===== config.mk =====
export PLATFORM = sky130hd
export DESIGN_NAME = mult_secuencial
export DESIGN_NICKNAME = d
export VERILOG_FILES = /design/src/rtl/mult_pkg.sv /design/src/rtl/mult_secuencial_sumador_n.sv /design/src/rtl/mult_secuencial.sv
export SDC_FILE = /design/constraint.sdc
export NUM_CORES = 1
export LEC_CHECK = 0
export ABC_AREA = 1
export BUFFER_PORTS_ARGS = -buffer_cell sky130_fd_sc_hd__buf_2
export CAP_MARGIN = 20
export CORE_MARGIN = 1.5
export CORE_UTILIZATION = 40
export DETAILED_ROUTE_END_ITERATION = 6
export HOLD_SLACK_MARGIN = 0.15
export PLACE_DENSITY_LB_ADDON = 0.3
export SETUP_SLACK_MARGIN = 0.4
export SLEW_MARGIN = 40
export SYNTH_ARGS = -nofsm -noshare
export SYNTH_HDL_FRONTEND = slang
export SYNTH_SLANG_ARGS = --single-unit

===== constraint.sdc =====
create_clock -name CLK -period 5.85 [get_ports CLK]
set_input_delay 0.585 -clock CLK [delete_from_list [all_inputs] [get_ports CLK]]
set_output_delay 0.585 -clock CLK [all_outputs]
set_load 0.005 [all_outputs]

===== src/rtl/mult_pkg.sv =====
// Shared types and constants for the sequential shift-and-add multiplier.
package mult_pkg;

    typedef enum logic [1:0] {
        IDLE = 2'd0,
        RUN  = 2'd1,
        FIN  = 2'd2
    } state_t;

    localparam int unsigned MULT_WIDTH = 8;
    localparam int unsigned MULT_CNT_W = $clog2(MULT_WIDTH + 1);

endpackage


===== src/rtl/mult_secuencial_sumador_n.sv =====
// Parameterized ripple-carry adder built from full-adder cells; carry-out of the top cell is dropped.
module sumador_n #(
    parameter int unsigned N = 16
) (
    input  logic [N-1:0] a,
    input  logic [N-1:0] b,
    output logic [N-1:0] s
);

    logic [N-1:0] c;

    assign c[0] = 1'b0;

    for (genvar i = 0; i < N; i++) begin : g_fa
        assign s[i] = a[i] ^ b[i] ^ c[i];
        if (i < N - 1) begin : g_carry
            assign c[i+1] = (a[i] & b[i]) | (c[i] & (a[i] ^ b[i]));
        end
    end

endmodule


===== src/rtl/mult_secuencial.sv =====
// Sequential unsigned multiplier, one partial product per clock, START/DONE handshake.
// Optional MULT_EARLY_EXIT_EN: finish as soon as the remaining multiplier bits are zero.
module mult_secuencial
    import mult_pkg::*;
#(
    parameter int unsigned WIDTH = MULT_WIDTH
) (
    input  logic               CLK,
    input  logic               RST,
    input  logic               START,
    input  logic [WIDTH-1:0]   A,
    input  logic [WIDTH-1:0]   B,
    output logic [2*WIDTH-1:0] P,
    output logic               BUSY,
    output logic               DONE
);

    localparam int unsigned PW = 2 * WIDTH;
    localparam int unsigned CW = $clog2(WIDTH + 1);

    state_t          state;
    logic [PW-1:0]   mc;
    logic [WIDTH-1:0] mq;
    logic [PW-1:0]   acc;
    logic [CW-1:0]   cnt;

    logic [PW-1:0]    sum_c;
    logic [PW-1:0]    acc_nxt_c;
    logic [WIDTH-1:0] mq_nxt_c;
    logic [CW-1:0]    cnt_nxt_c;
    logic             last_c;

    sumador_n #(.N(PW)) u_sumador (
        .a (acc),
        .b (mc),
        .s (sum_c)
    );

    // Next datapath values for a RUN step
    always_comb begin
        acc_nxt_c = mq[0] ? sum_c : acc;
        mq_nxt_c  = mq >> 1;
        cnt_nxt_c = cnt - CW'(1);
`ifdef MULT_EARLY_EXIT_EN
        last_c    = (cnt_nxt_c == '0) || (mq_nxt_c == '0);
`else
        last_c    = (cnt_nxt_c == '0);
`endif
    end

    always_ff @(posedge CLK) begin
        if (RST) begin
            state <= IDLE;
            mc    <= '0;
            mq    <= '0;
            acc   <= '0;
            cnt   <= '0;
            P     <= '0;
            BUSY  <= 1'b0;
            DONE  <= 1'b0;
        end else begin
            DONE <= 1'b0;
            case (state)
                IDLE: begin
                    if (START) begin
                        mc  <= {WIDTH'(0), A};
                        mq  <= B;
                        acc <= '0;
                        cnt <= CW'(WIDTH);
`ifdef MULT_EARLY_EXIT_EN
                        // Zero multiplier needs no iterations
                        if (B == '0) begin
                            state <= FIN;
                            P     <= '0;
                            DONE  <= 1'b1;
                        end else begin
                            state <= RUN;
                            BUSY  <= 1'b1;
                        end
`else
                        state <= RUN;
                        BUSY  <= 1'b1;
`endif
                    end
                end
                RUN: begin
                    acc <= acc_nxt_c;
                    mc  <= mc << 1;
                    mq  <= mq_nxt_c;
                    cnt <= cnt_nxt_c;
                    if (last_c) begin
                        P     <= acc_nxt_c;
                        state <= FIN;
                        BUSY  <= 1'b0;
                        DONE  <= 1'b1;
                    end
                end
                FIN: begin
                    state <= IDLE;
                end
                default: begin
                    state <= IDLE;
                    BUSY  <= 1'b0;
                end
            endcase
        end
    end

endmodule


**Yosys cells after proc, flatten, opt, wreduce, memory -nomap -nowiden**

Index checks and enable logic that the tools add are counted.

- Flip-flop bits (word level): 64
- Output and inout bits: 18
- Logic and storage cells: 113

- $add $sub $neg: 1
- Equal/unequal tests: 4
- Multiplexer cells: 16
- Bitwise gates (word level): 76
- Reduce and logical (&&, ||, !) cells: 8

Operators by type and width:

| operator | count |
|---|---|
| 16-bit one-hot mux with 2 select lines | 2 |
| 16-bit two-way mux | 3 |
| 1-bit XOR | 31 |
| 1-bit bitwise AND | 29 |
| 8-bit one-hot mux with 2 select lines | 1 |
| 1-bit bitwise OR | 14 |
| 8-bit two-way mux | 1 |
| 4-bit one-hot mux with 2 select lines | 1 |
| 2-bit AND reduction | 3 |
| 4-bit logical NOT | 1 |
| 2-bit two-way mux | 2 |
| 4-bit two-way mux | 1 |
| 2-bit != test, second input constant | 2 |
| 2-bit one-hot mux with 2 select lines | 1 |
| 4-bit by 1-bit subtractor with 4-bit output, second input constant | 1 |
| 1-bit two-way mux | 3 |
| 1-bit one-hot mux with 3 select lines | 1 |
| 3-bit AND reduction | 1 |
| 2-bit by 1-bit equality test with 1-bit output, second input constant | 1 |
| 2-bit equality test, second input constant | 1 |
| 2-bit logical NOT | 1 |
| 1-bit inverter | 2 |
| 2-bit nonzero test | 1 |
| 2-bit OR reduction | 1 |

**Logic depth before layout (Yosys ltp)**

Gate-level depths: netlist of the first run.

- Depth after elaboration: 32
- Mapped depth: 25
- Gate-level depth less buffers: 25

**Hierarchy**

From an unflattened synthesis of the first run, not the netlist that was laid out.

- Cell total of the unflattened synthesis: 378
- Area total of the unflattened synthesis: 3115.5 µm²

By module, submodules not included:

| module | instances | cells each | area an instance (µm²) |
|---|---|---|---|
| mult_secuencial | 1 | 349 | 2766.4 |
| sumador_n | 1 | 29 | 349.1 |

**Least setup slack after synthesis of the first run**

Ideal clock, no wire load.

- Kind: register to register
- Start: register mc[0]
- End: register acc[14]
- Setup time: 0.115 ns
- Arrival time: 5.948 ns
- Slack: -0.212 ns
- Stages on the path, launching flop included: 21
- Path buffers: 0
- Period minus slack after synthesis: 6.062 ns
- Cells stage by stage: dfxtp_1 > ha_1 > inv_1 > fa_1 > fa_1 > fa_1 > fa_1 > fa_1 > fa_1 > fa_1 > fa_1 > fa_1 > fa_1 > fa_1 > fa_1 > inv_1 > fa_1 > fa_1 > nand2_1 > a21oi_1 > o21a_1

- Cells in the longest elaborated chain, start to end: 30

Ends and longest elaborated chain:

| what | line | RTL |
|---|---|---|
| from (decl) | mult_secuencial.sv:22 | `logic [PW-1:0] mc;` |
| from (signal assigned) | mult_secuencial.sv:66 | `mc <= {WIDTH'(0), A};` |
| from (signal assigned) | mult_secuencial.sv:88 | `mc <= mc << 1;` |
| 1-bit bitwise AND (2 in series) | mult_secuencial_sumador_n.sv:17 | `assign c[i+1] = (a[i] & b[i]) \| (c[i] & (a[i] ^ b[i]));` |
| 1-bit bitwise OR | mult_secuencial_sumador_n.sv:17 |  |
| 1-bit bitwise AND | mult_secuencial_sumador_n.sv:17 |  |
| 1-bit bitwise OR | mult_secuencial_sumador_n.sv:17 |  |
| 1-bit bitwise AND | mult_secuencial_sumador_n.sv:17 |  |
| 1-bit bitwise OR | mult_secuencial_sumador_n.sv:17 |  |
| 1-bit bitwise AND | mult_secuencial_sumador_n.sv:17 |  |
| 1-bit bitwise OR | mult_secuencial_sumador_n.sv:17 |  |
| [... 13 more ...] | - |  |
| 1-bit bitwise OR | mult_secuencial_sumador_n.sv:17 |  |
| 1-bit bitwise AND | mult_secuencial_sumador_n.sv:17 |  |
| 1-bit bitwise OR | mult_secuencial_sumador_n.sv:17 |  |
| 1-bit bitwise AND | mult_secuencial_sumador_n.sv:17 |  |
| 1-bit bitwise OR | mult_secuencial_sumador_n.sv:17 |  |
| 1-bit XOR | mult_secuencial_sumador_n.sv:15 | `assign s[i] = a[i] ^ b[i] ^ c[i];` |
| 16-bit two-way mux | mult_secuencial.sv:41 | `acc_nxt_c = mq[0] ? sum_c : acc;` |
| 16-bit one-hot mux with 2 select lines | mult_secuencial.sv:63 | `case (state)` |
| to (signal assigned) | mult_secuencial.sv:87 | `acc <= acc_nxt_c;` |
| to (decl) | mult_secuencial.sv:24 | `logic [PW-1:0] acc;` |

No other way between the ends.
A chain may end at the register's enable or synchronous reset.

**Worst setup path in the final report of the first run**

Same ends and word-level chain as after synthesis.

==> results of run 1 <==
[where the power goes]
part | switching, mW | internal [mW] | leakage [nW] | total, mW
logic | 0.0831 | 0.0396 | 0.706 | 0.123
registers | 0.0155 | 0.453 | 0.522 | 0.468
clock network | 0.177 | 0.251 | 0.106 | 0.427
total | 0.275 | 0.743 | 1.33 | 1.02
[cell usage in the layout, fill, tap and decap left out, types with 2 or more instances in the layout]
cell type / n
nand2_2: 5
nand3_2: 3
buf_2: 35
o211ai_1: 4
buf_4: 5
a21oi_2: 2
dfxtp_1: 61
a21oi_1: 47
nand3_1: 17
o21a_1: 14
inv_2: 6
dfxtp_2: 3
inv_1: 38
fa_2: 14
nor2_1: 47
a22oi_1: 3
o21ai_0: 22
nand2_1: 86
nor2_2: 2
ha_1: 2
clkinvlp_4: 2
or2_2: 2
bufinv_16: 2
clkbuf_8: 10
[critical path, cell delays in order (launching register included)]
cell     delay, ns
dfxtp_2       0.36
ha_4          0.13
inv_2         0.03
fa_2          0.34
fa_2          0.37
fa_2          0.34
fa_2          0.35
fa_2          0.35
fa_2          0.35
fa_2          0.36
fa_2          0.35
fa_2          0.35
fa_2          0.35
fa_2          0.35
fa_2          0.34
inv_2         0.06
fa_2          0.18
fa_2          0.43
nand2_2       0.08
a21oi_2       0.06
o21a_1        0.19
[metal layers]
layer | track usage, % | share of wire (%) | vias up
li1 | - | - | 1349
met1 | 21.2 | 46 | 1192
met2 | 30.3 | 48 | 54
met3 | 5.61 | 4.3 | 15
met4 | 8.20 | 2.2 | 0
met5 | 0 | 0 | -
[layout make-up]
cell class / count / area, um^2
repair buffers: 40 / 213
clock buffers: 11 / 141
fillers: 752 / 3750
well taps: 99 / 124
flip-flops and latches: 64 / 1280
inverters: 45 / 171
multi-input cells: 275 / 1600
clock inverters: 5 / 80.1
[through the flow]
step / hold slack [ns] / total power, mW / cells
6_report: 0.461 / 1.02 / 539
3_3_place_gp: 0.448 / 0.595 / 519
5_1_grt: 0.484 / 1.07 / 539
2_1_floorplan: 0.440 / 0.575 / 406
4_1_cts: 0.461 / 1.03 / 537
3_5_place_dp: 0.450 / 0.599 / 519
[flip-flops by register name, summed over array words and instances, names as in the netlist]
| register | flops |
|---|---|
| acc | 16 |
| DONE | 1 |
| mc | 16 |
| state | 2 |
| P | 16 |
| cnt | 4 |
| BUSY | 1 |
| mq | 8 |
[path summary, 6_finish.rpt]
check	startpoint	endpoint	depth (start not counted)
hold / removal	P[8]	P[8]	2
hold reg to reg	P[8]	P[8]	2
setup / recovery	mc[0]	acc[14]	20
setup reg to reg	mc[0]	acc[14]	20
[repair_timing]
action,CTS,global route
setup buffers,2,2
setup endpoints to repair,6,8
resized for setup,4,10
pin swaps,0,3
hold buffers,0,0
[cells by family after synthesis]
group / after synthesis / synth area share (%)
buffers and inverters: 67 / 9.82
and+or+nand+nor: 165 / 22.1
DFF: 64 / 41.2
adders and majority gates: 17 / 10.2
AOI/OAI and AO/OA: 93 / 16.7
==> impl_metrics.json, run 1 <==
{
  "crit_required_ns": 6.10,
  "cellPowerDensity_nw_per_um2": 282,
  "startpoint_type": "flop",
  "placementRows": 31,
  "grt_max_degree": 49,
  "portBuffers": 36,
  "ys_warn_count": 0,
  "gp_congestion": 0.730,
  "place_area_um2": 3320,
  "clk_path_buf_depth": 2,
  "end_kind": "flop",
  "cts_buffers": 9,
  "cts_sinks": 64,
  "drv_slew": 0,
  "synth_top_cell_by_area": "dfxtp_1",
  "synth.area.top_cells": "dfxtp_1, nand2_1, fa_1",
  "fin_tns_setup_ns": 0,
  "drt_iter0_markers": 133,
  "grt_usage_pct": 18.1,
  "cts_tree": "done",
  "ioPinCount": 37,
  "ys_seq_elements": 64,
  "cp_max_fo": 2,
  "worstPathArrival_ns": 6.08,
  "finClkSkew_ns": 0.0101,
  "ir_worst_vdd_mv": 0.134,
  "drive_gt1_share_pct": 22.0,
  "first_global_vias": 2560,
  "syn_to_final_growth_pct": 16.2,
  "fin_crit_sh_pct": 99.7,
  "clkTransAtPathRegs_ns": 0.07,
  "worstHoldPathType": "flop to flop",
  "routed_wirelength_mm": 6.87,
  "gr-total-overflow": 0,
  "hold_violations": 0,
  "ys_types": 25,
  "synthFlopType": "dfxtp_1",
  "coreArea_um2": 7370,
  "rsz0062_at_grt": "true",
  "vias": 2610,
  "clockRootBuffer": "clkbuf_8",
  "synth_most_common_cell": "nand2_1",
  "die_w_um": 91.2,
  "antenna_found_initial": 0,
  "nets": 471,
  "wire_per_inst_um": 12.7,
  "post-route-util_pct": 49.0,
  "slew_headroom_pct": 49.2,
  "syn-instance-count": 406,
  "synth_edf_count": 0,
  "grt_pass1_wl_mm": 11.8,
  "fin_area_um2": 3610,
  "report.final.setup_viol": 0,
  "reg2reg_slack_ns": 0.02,
  "leakage_nw": 1.33,
  "ys_seq_area_share_pct": 41.2,
  "async_reset_ff_share_pct": 0,
  "fin_ws_ns": 0.0172,
  "worst_pin_slew_ns": 0.761,
  "maxCapViolCount": 0,
  "vias_per_cell": 4.84,
  "place_ws_ns": 0.0455,
  "chipHeight_um": 91.2,
  "floorplan.initialDensity_pct": 42.2,
  "dieArea_um2": 8310,
  "synth.cell_area_um2": 3110,
  "synth_nets": 442,
  "synth_top_area_share_pct": 41.2,
  "syn_avg_cell_area_um2": 7.66,
  "dp.final_hpwl_mm": 4.44,
  "outcome": "finished clean",
  "htree_num_levels": 3,
  "synthTopCellsByCount": "nand2_1, dfxtp_1, a21oi_1",
  "remaining_drc_errors": 0,
  "n_antenna_cell": 0,
  "period_needed_ns": 5.83,
  "dr.pass1.iters": 4,
  "crit_type": "flop to flop",
  "clk_latency_ns": 0.35,
  "timing.fmax_mhz": 171,
  "ant_nets": 0
}
(Power assumes the default switching activity.)
==> inputs of run 2 (changes only) <==
Settings changed: ABC_AREA 1 to unset, PLACE_DENSITY_LB_ADDON 0.3 to 0.05.
==> run 2 against run 1 <==
  * Routed wire length fell by 4.3%
  * Final area fell by 2.1%
  * Setup slack got worse by 0.065 ns
  * The run now ends with negative setup slack left
  * Critical endpoint is now P[14]
  * Sequential share of layout area rose by 0.75 points
  * Clock power fell by 23%
  * Total power fell by 10%
  * Largest cell class unchanged
  * Register-to-register slack got worse by 0.06 ns
  * Combinational power fell by 5%
  * Sequential power barely moved
  * Utilization fell by 0.76 points
  * Hold slack got worse by 0.010 ns
==> impl_metrics.json, run 2 <==
{
  "wire_per_inst_um": 13.2,
  "cts_sinks": 64,
  "drv_slew": 0,
  "startpoint_type": "flop",
  "fin_crit_sh_pct": 101,
  "drive_gt1_share_pct": 21.5,
  "cellPowerDensity_nw_per_um2": 258,
  "nets": 431,
  "final_cells": 499,
  "syn_avg_cell_area_um2": 8.37,
  "drt_iter0_markers": 127,
  "end_kind": "flop",
  "synth_top_area_share_pct": 41.7,
  "chipHeight_um": 90.7,
  "dp.final_hpwl_mm": 4.14,
  "vias_per_cell": 5.08,
  "leakage_nw": 1.41,
  "place_ws_ns": -0.0793,
  "synth_top_cell_by_area": "dfxtp_1",
  "violations": "negative setup slack",
  "dr.pass1.iters": 5,
  "clk_path_buf_depth": 2,
  "synthFlopType": "dfxtp_1",
  "syn-instance-count": 367,
  "ioPinCount": 37,
  "period_needed_ns": 5.90,
  "crit_chain": "ha_1 > inv_1 > fa_2 > fa_2 > fa_2 > fa_2 > fa_2 > fa_2 > fa_2 > fa_2 > fa_2 > fa_2 > fa_2 > fa_2 > inv_2 > fa_2 > fa_2 > mux2_4 > mux2i_1 > nor2_1",
  "ys_types": 32,
  "rsz0062_at_grt": "true",
  "post-place-cells": 481,
  "ys_seq_elements": 64,
  "worstPathArrival_ns": 6.10,
  "report.final.setup_viol": 1,
  "vias": 2534,
  "ant_nets": 0,
  "hold_slack_ns": 0.451,
  "clkTransAtPathRegs_ns": 0.07,
  "maxCapViolCount": 0,
  "synthTopCellsByCount": "nor2_1, dfxtp_1, a21oi_1",
  "grt_usage_pct": 16.8,
  "remaining_drc_errors": 0,
  "ys_warn_count": 0,
  "n_antenna_cell": 0,
  "grt_pass1_wl_mm": 11.0,
  "crit_type": "flop to flop",
  "worstHoldPathType": "flop to flop",
  "fin_ws_ns": -0.0476,
  "synth.area.top_cells": "dfxtp_1, nor2_1, fa_1",
  "ir_worst_vdd_mv": 0.112,
  "grt_max_degree": 65,
  "cpPeakStageDelay_ns": 0.44,
  "first_global_vias": 2389,
  "timing.fmax_mhz": 170,
  "top_regs": "P (16), acc (16), mc (16)",
  "synth_nets": 403,
  "antenna_found_initial": 0,
  "cts_buffers": 9,
  "routed_wirelength_mm": 6.57,
  "post-route-util_pct": 48.3,
  "ys_seq_area_share_pct": 41.7,
  "startpoint": "mc[0]",
  "async_reset_ff_share_pct": 0,
  "portBuffers": 36,
  "placementRows": 31,
  "cp_max_fo": 2,
  "die_w_um": 90.7,
  "syn_to_final_growth_pct": 15.2,
  "worst_pin_slew_ns": 0.796,
  "slew_headroom_pct": 46.9,
  "mostFrequentLayoutCell": "nor2_1",
  "worstHoldStart": "P[5]",
  "htree_num_levels": 3,
  "gr-total-overflow": 0,
  "outcome": "finished with violations",
  "clk_latency_ns": 0.34,
  "synth_most_common_cell": "nor2_1",
  "hold_violations": 0,
  "synth.cell_area_um2": 3070,
  "cp_common_cell": "fa_2",
  "cts_tree": "done",
  "finClkSkew_ns": 0.00645,
  "r2r_start": "mc[0]",
  "coreArea_um2": 7330,
  "crit_slowest_cell": "fa_2",
  "synth_edf_count": 0,
  "clockRootBuffer": "clkbuf_8",
  "layout_common_cells": "nor2_1, dfxtp_1, buf_2",
  "crit_required_ns": 6.05,
  "dieArea_um2": 8220,
  "gp_congestion": 0.712,
  "floorplan.initialDensity_pct": 41.9
}
==> run 2: changes by cell type in the layout (fill, tap and decap cells not counted), moves of 16 or more <==
cell and change:
a22oi_1 +16, nand3_1 -17, o21ai_0 -21, nor2_1 +54, a21oi_1 -17, nand2_1 -70
==> run 2: worst max-delay path: cells and delay by family (launching register included) <==
| family | cells | cell delay [ns] |
|---|---|---|
| AND/OR/NAND/NOR | 1 | 0.06 |
| buffers and inverters | 2 | 0.11 |
| flip-flops | 1 | 0.33 |
| adder cells (fa/ha/maj) | 15 | 4.86 |
| multiplexers | 2 | 0.38 |
==> run 2: power by group <==
group / switching [mW] / internal (mW)
clock network: 0.167 / 0.163
logic: 0.0708 / 0.0460
registers: 0.0145 / 0.452
==> run 2: what timing repair did <==
item / in CTS / in global routing
buffers inserted: 1 / 1
pin swaps: 3 / 0
hold buffers: 0 / 0
setup endpoints to repair: 6 / 6
gates resized for setup: 1 / 2
==> run 2: layout make-up <==
class,instances,area (um^2)
Sequential cell,64,1280
Multi-Input combinational cell,246,1610
Clock buffer,12,145
Timing Repair Buffer,44,244
Fill cell,768,3790
Clock inverter,4,20.0
Inverter,30,113
Tap cell,99,124
==> run 2: worst paths after layout <==
path              endpoint  slack, ns  cells past startpoint
setup / recovery     P[14]      -0.05                     20
setup reg to reg     P[14]      -0.05                     20
hold reg to reg       P[5]       0.45                      2
hold / removal        P[5]       0.45                      2
==> run 2: cells by family after synthesis <==
family / count (synthesis) / synth area share, %
AO/OA/AOI/OAI: 84 / 19.0
XOR/XNOR: 2 / 0.570
adder cells (fa/ha/maj): 17 / 10.3
buffers and inverters: 57 / 7.53
flip-flops: 64 / 41.7
multiplexers: 7 / 2.40
AND/OR/NAND/NOR: 136 / 18.4
==> run 2: routing by layer <==
layer	share of wire [%]	up-vias	wire length [um]	GRT usage, %
met1	49	1211	3220	22.1
met3	4.9	11	320	5.72
met4	1.1	0	70	4.76
met2	45	42	2960	26.3
met5	0	-	0	0
li1	-	1270	-	-
==> run 2: through the flow <==
| step | TNS [ns] | area (um^2) | power (mW) |
|---|---|---|---|
| 2_1_floorplan | 0 | 3110 | 0.564 |
| 3_3_place_gp | -0.0424 | 3340 | 0.592 |
| 3_5_place_dp | -0.0793 | 3350 | 0.593 |
| 4_1_cts | -0.0593 | 3520 | 0.927 |
| 5_1_grt | -0.496 | 3540 | 0.966 |
| 6_report | -0.0476 | 3540 | 0.914 |
==> inputs of run 3 (changes only) <==
Settings changed: SYNTH_HIERARCHICAL set to 1.
==> run 3 against run 2 <==
  * The run still ends with negative setup slack left
  * Sequential share of layout area shrank 1.6 points
  * Total power is 3.2% higher
  * Final area up 4.6%
  * Combinational power is 9% lower
  * Clock skew is 0.00053 ns lower
  * Clock-buffer cell count did not move
  * First-iteration DRC count rose by 2.4%
  * Largest cell class unchanged
==> impl_metrics.json, run 3 <==
{
  "power_mw": 0.943,
  "cts_tree": "done",
  "num-fill-cells": 783,
  "dieArea_um2": 8650,
  "n_antenna_cell": 0,
  "place_ws_ns": -0.133,
  "crit_required_ns": 6.05,
  "floorplan.initialDensity_pct": 41.7,
  "drv_slew": 0,
  "outcome": "finished with violations",
  "crit_type": "flop to flop",
  "startpoint_type": "flop",
  "cts_sinks": 64,
  "synth_top_area_share_pct": 39.6,
  "worstPathArrival_ns": 6.16,
  "syn_to_final_growth_pct": 14.3,
  "htree_num_levels": 3,
  "syn_avg_cell_area_um2": 9.42,
  "gr-total-overflow": 0,
  "synth_top_cell_by_area": "dfxtp_1",
  "post-place-cells": 462,
  "ys_warn_count": 6,
  "chipHeight_um": 93.0,
  "fin_tns_setup_ns": -0.268,
  "grt_pass1_wl_mm": 11.5,
  "final_cells": 478,
  "syn-instance-count": 344,
  "slew_headroom_pct": 47.7,
  "synth.area.top_cells": "dfxtp_1, fa_1, nor2_1",
  "die_w_um": 93.0,
  "dr_wl_met3_um": 183,
  "grt_max_degree": 81,
  "drive_gt1_share_pct": 30.9,
  "crit_chain": "ha_4 > inv_2 > fa_2 > inv_2 > fa_2 > fa_2 > fa_2 > fa_2 > fa_2 > fa_2 > fa_2 > fa_2 > fa_2 > fa_2 > fa_2 > fa_2 > fa_2 > xor3_1 > mux2_4 > nand2_4 > o32ai_2",
  "placementRows": 32,
  "antenna_found_initial": 0,
  "maxCapViolCount": 0,
  "worst_pin_slew_ns": 0.783,
  "wl_met2_mm": 3.14,
  "ys_seq_area_share_pct": 39.6,
  "grt_usage_pct": 17.0,
  "dr.pass1.iters": 4,
  "ir_worst_vdd_mv": 0.118,
  "vias_per_cell": 5.08,
  "ioPinCount": 37,
  "report.final.setup_viol": 3,
  "synth_edf_count": 0,
  "crit_slowest_cell": "fa_2",
  "clk_latency_ns": 0.33,
  "layout_common_cells": "nor2_1, dfxtp_1, buf_2",
  "synthTopCellsByCount": "dfxtp_1, nor2_1, nand2_1",
  "ys_seq_elements": 64,
  "timing.fmax_mhz": 168,
  "nets": 407,
  "drt_iter0_markers": 130,
  "cellPowerDensity_nw_per_um2": 254,
  "synth_nets": 380,
  "top_layer": "met4",
  "wirelength_met1_mm": 3.28,
  "hold_slack_ns": 0.489,
  "hold_violations": 0,
  "first_global_vias": 2318,
  "rsz0062_at_grt": "true",
  "synthFlopType": "dfxtp_1",
  "mostFrequentLayoutCell": "nor2_1",
  "gp_congestion": 0.714,
  "worstHoldPathType": "flop to flop",
  "clockRootBuffer": "clkbuf_8",
  "finClkSkew_ns": 0.00592,
  "portBuffers": 36,
  "period_needed_ns": 5.96,
  "cp_common_cell": "fa_2",
  "end_kind": "flop",
  "leakage_nw": 1.47,
  "fin_ws_ns": -0.106,
  "ys_types": 39,
  "coreArea_um2": 7770,
  "cp_max_fo": 2,
  "synth.cell_area_um2": 3240,
  "violations": "negative setup slack",
  "dp.final_hpwl_mm": 4.27,
  "clk_path_buf_depth": 2,
  "vias": 2430,
  "ant_nets": 0,
  "async_reset_ff_share_pct": 0,
  "wire_per_inst_um": 14.0,
  "clkTransAtPathRegs_ns": 0.07,
  "fin_crit_sh_pct": 102,
  "cpPeakStageDelay_ns": 0.36,
  "remaining_drc_errors": 0,
  "top_regs": "P (16), acc (16), mc (16)",
  "cts_buffers": 9,
  "routed_wirelength_mm": 6.71
}
[run 3: cell types whose count changed after synthesis, moves of 12 or more]
cell,previous run,this run
mux2_2,3,16
nand2_1,16,32
clkbuf_1,21,7
a211o_1,12,0
nand2b_1,1,17
inv_1,30,8
nor2_1,102,64
[run 3: through the flow]
| stage | instance area, um^2 | util [%] |
|---|---|---|
| 2_1_floorplan | 3290 | - |
| 3_3_place_gp | 3470 | 44.6 |
| 3_5_place_dp | 3480 | 44.8 |
| 4_1_cts | 3660 | 47.2 |
| 5_1_grt | 3700 | 47.7 |
| 6_report | 3700 | 47.7 |
[run 3: cells by family after synthesis]
kind of cell,Yosys count,share of synthesized area [%]
buffers and inverters,36,6.68
muxes,16,5.56
and+or+nand+nor,140,19.8
xor gates and xnor gates,2,1.24
AOI/OAI and AO/OA,69,17.3
adders and majority gates,17,9.81
DFF,64,39.6
[run 3: path summary, 6_finish.rpt]
path | from | endpoint | slack (ns) | cells past startpoint
hold reg to reg | P[13] | P[13] | 0.49 | 2
hold / removal | P[13] | P[13] | 0.49 | 2
setup / recovery | acc[0] | P[15] | -0.11 | 21
setup reg to reg | acc[0] | P[15] | -0.11 | 21
[run 3: where the power goes]
group | internal [mW] | switching [mW]
registers | 0.451 | 0.0207
logic | 0.0470 | 0.0600
clock network | 0.195 | 0.168
[run 3: final cells by class]
cell class              count  area, um^2  share of cell area [%]
repair buffers             43         240                    6.49
well taps                 102         128                    3.45
multi-input cells         244        1840                    49.6
flip-flops and latches     64        1280                    34.7
inverters                   9        33.8                   0.912
clock buffers              12         135                    3.65
clock inverters             4        45.0                    1.22
[run 3: timing repair]
action | 4_1_cts | 5_1_grt
endpoints found under the setup margin | 6 | 7
endpoints found under the hold margin | 0 | 0
setup buffers | 0 | 0
hold buffers | 0 | 0
resized for setup | 2 | 5
pin swaps | 1 | 1
[run 3: critical path: cells and delay by family, from the launching register on]
kind,cells,cell delay [ns]
adder cells (fa/ha/maj),15,4.78
flip-flops,1,0.34
multiplexers,1,0.28
XOR/XNOR,1,0.18
buffers and inverters,2,0.09
AND/OR/NAND/NOR,1,0.08
AO/OA/AOI/OAI,1,0.07
[run 3: layer usage]
metal  vias to the layer above  global-route usage [%]
li1                       1239                       -
met1                      1147                    22.5
met2                        34                    27.0
met3                        10                    2.93
met4                         0                    7.70
met5                         -                       0
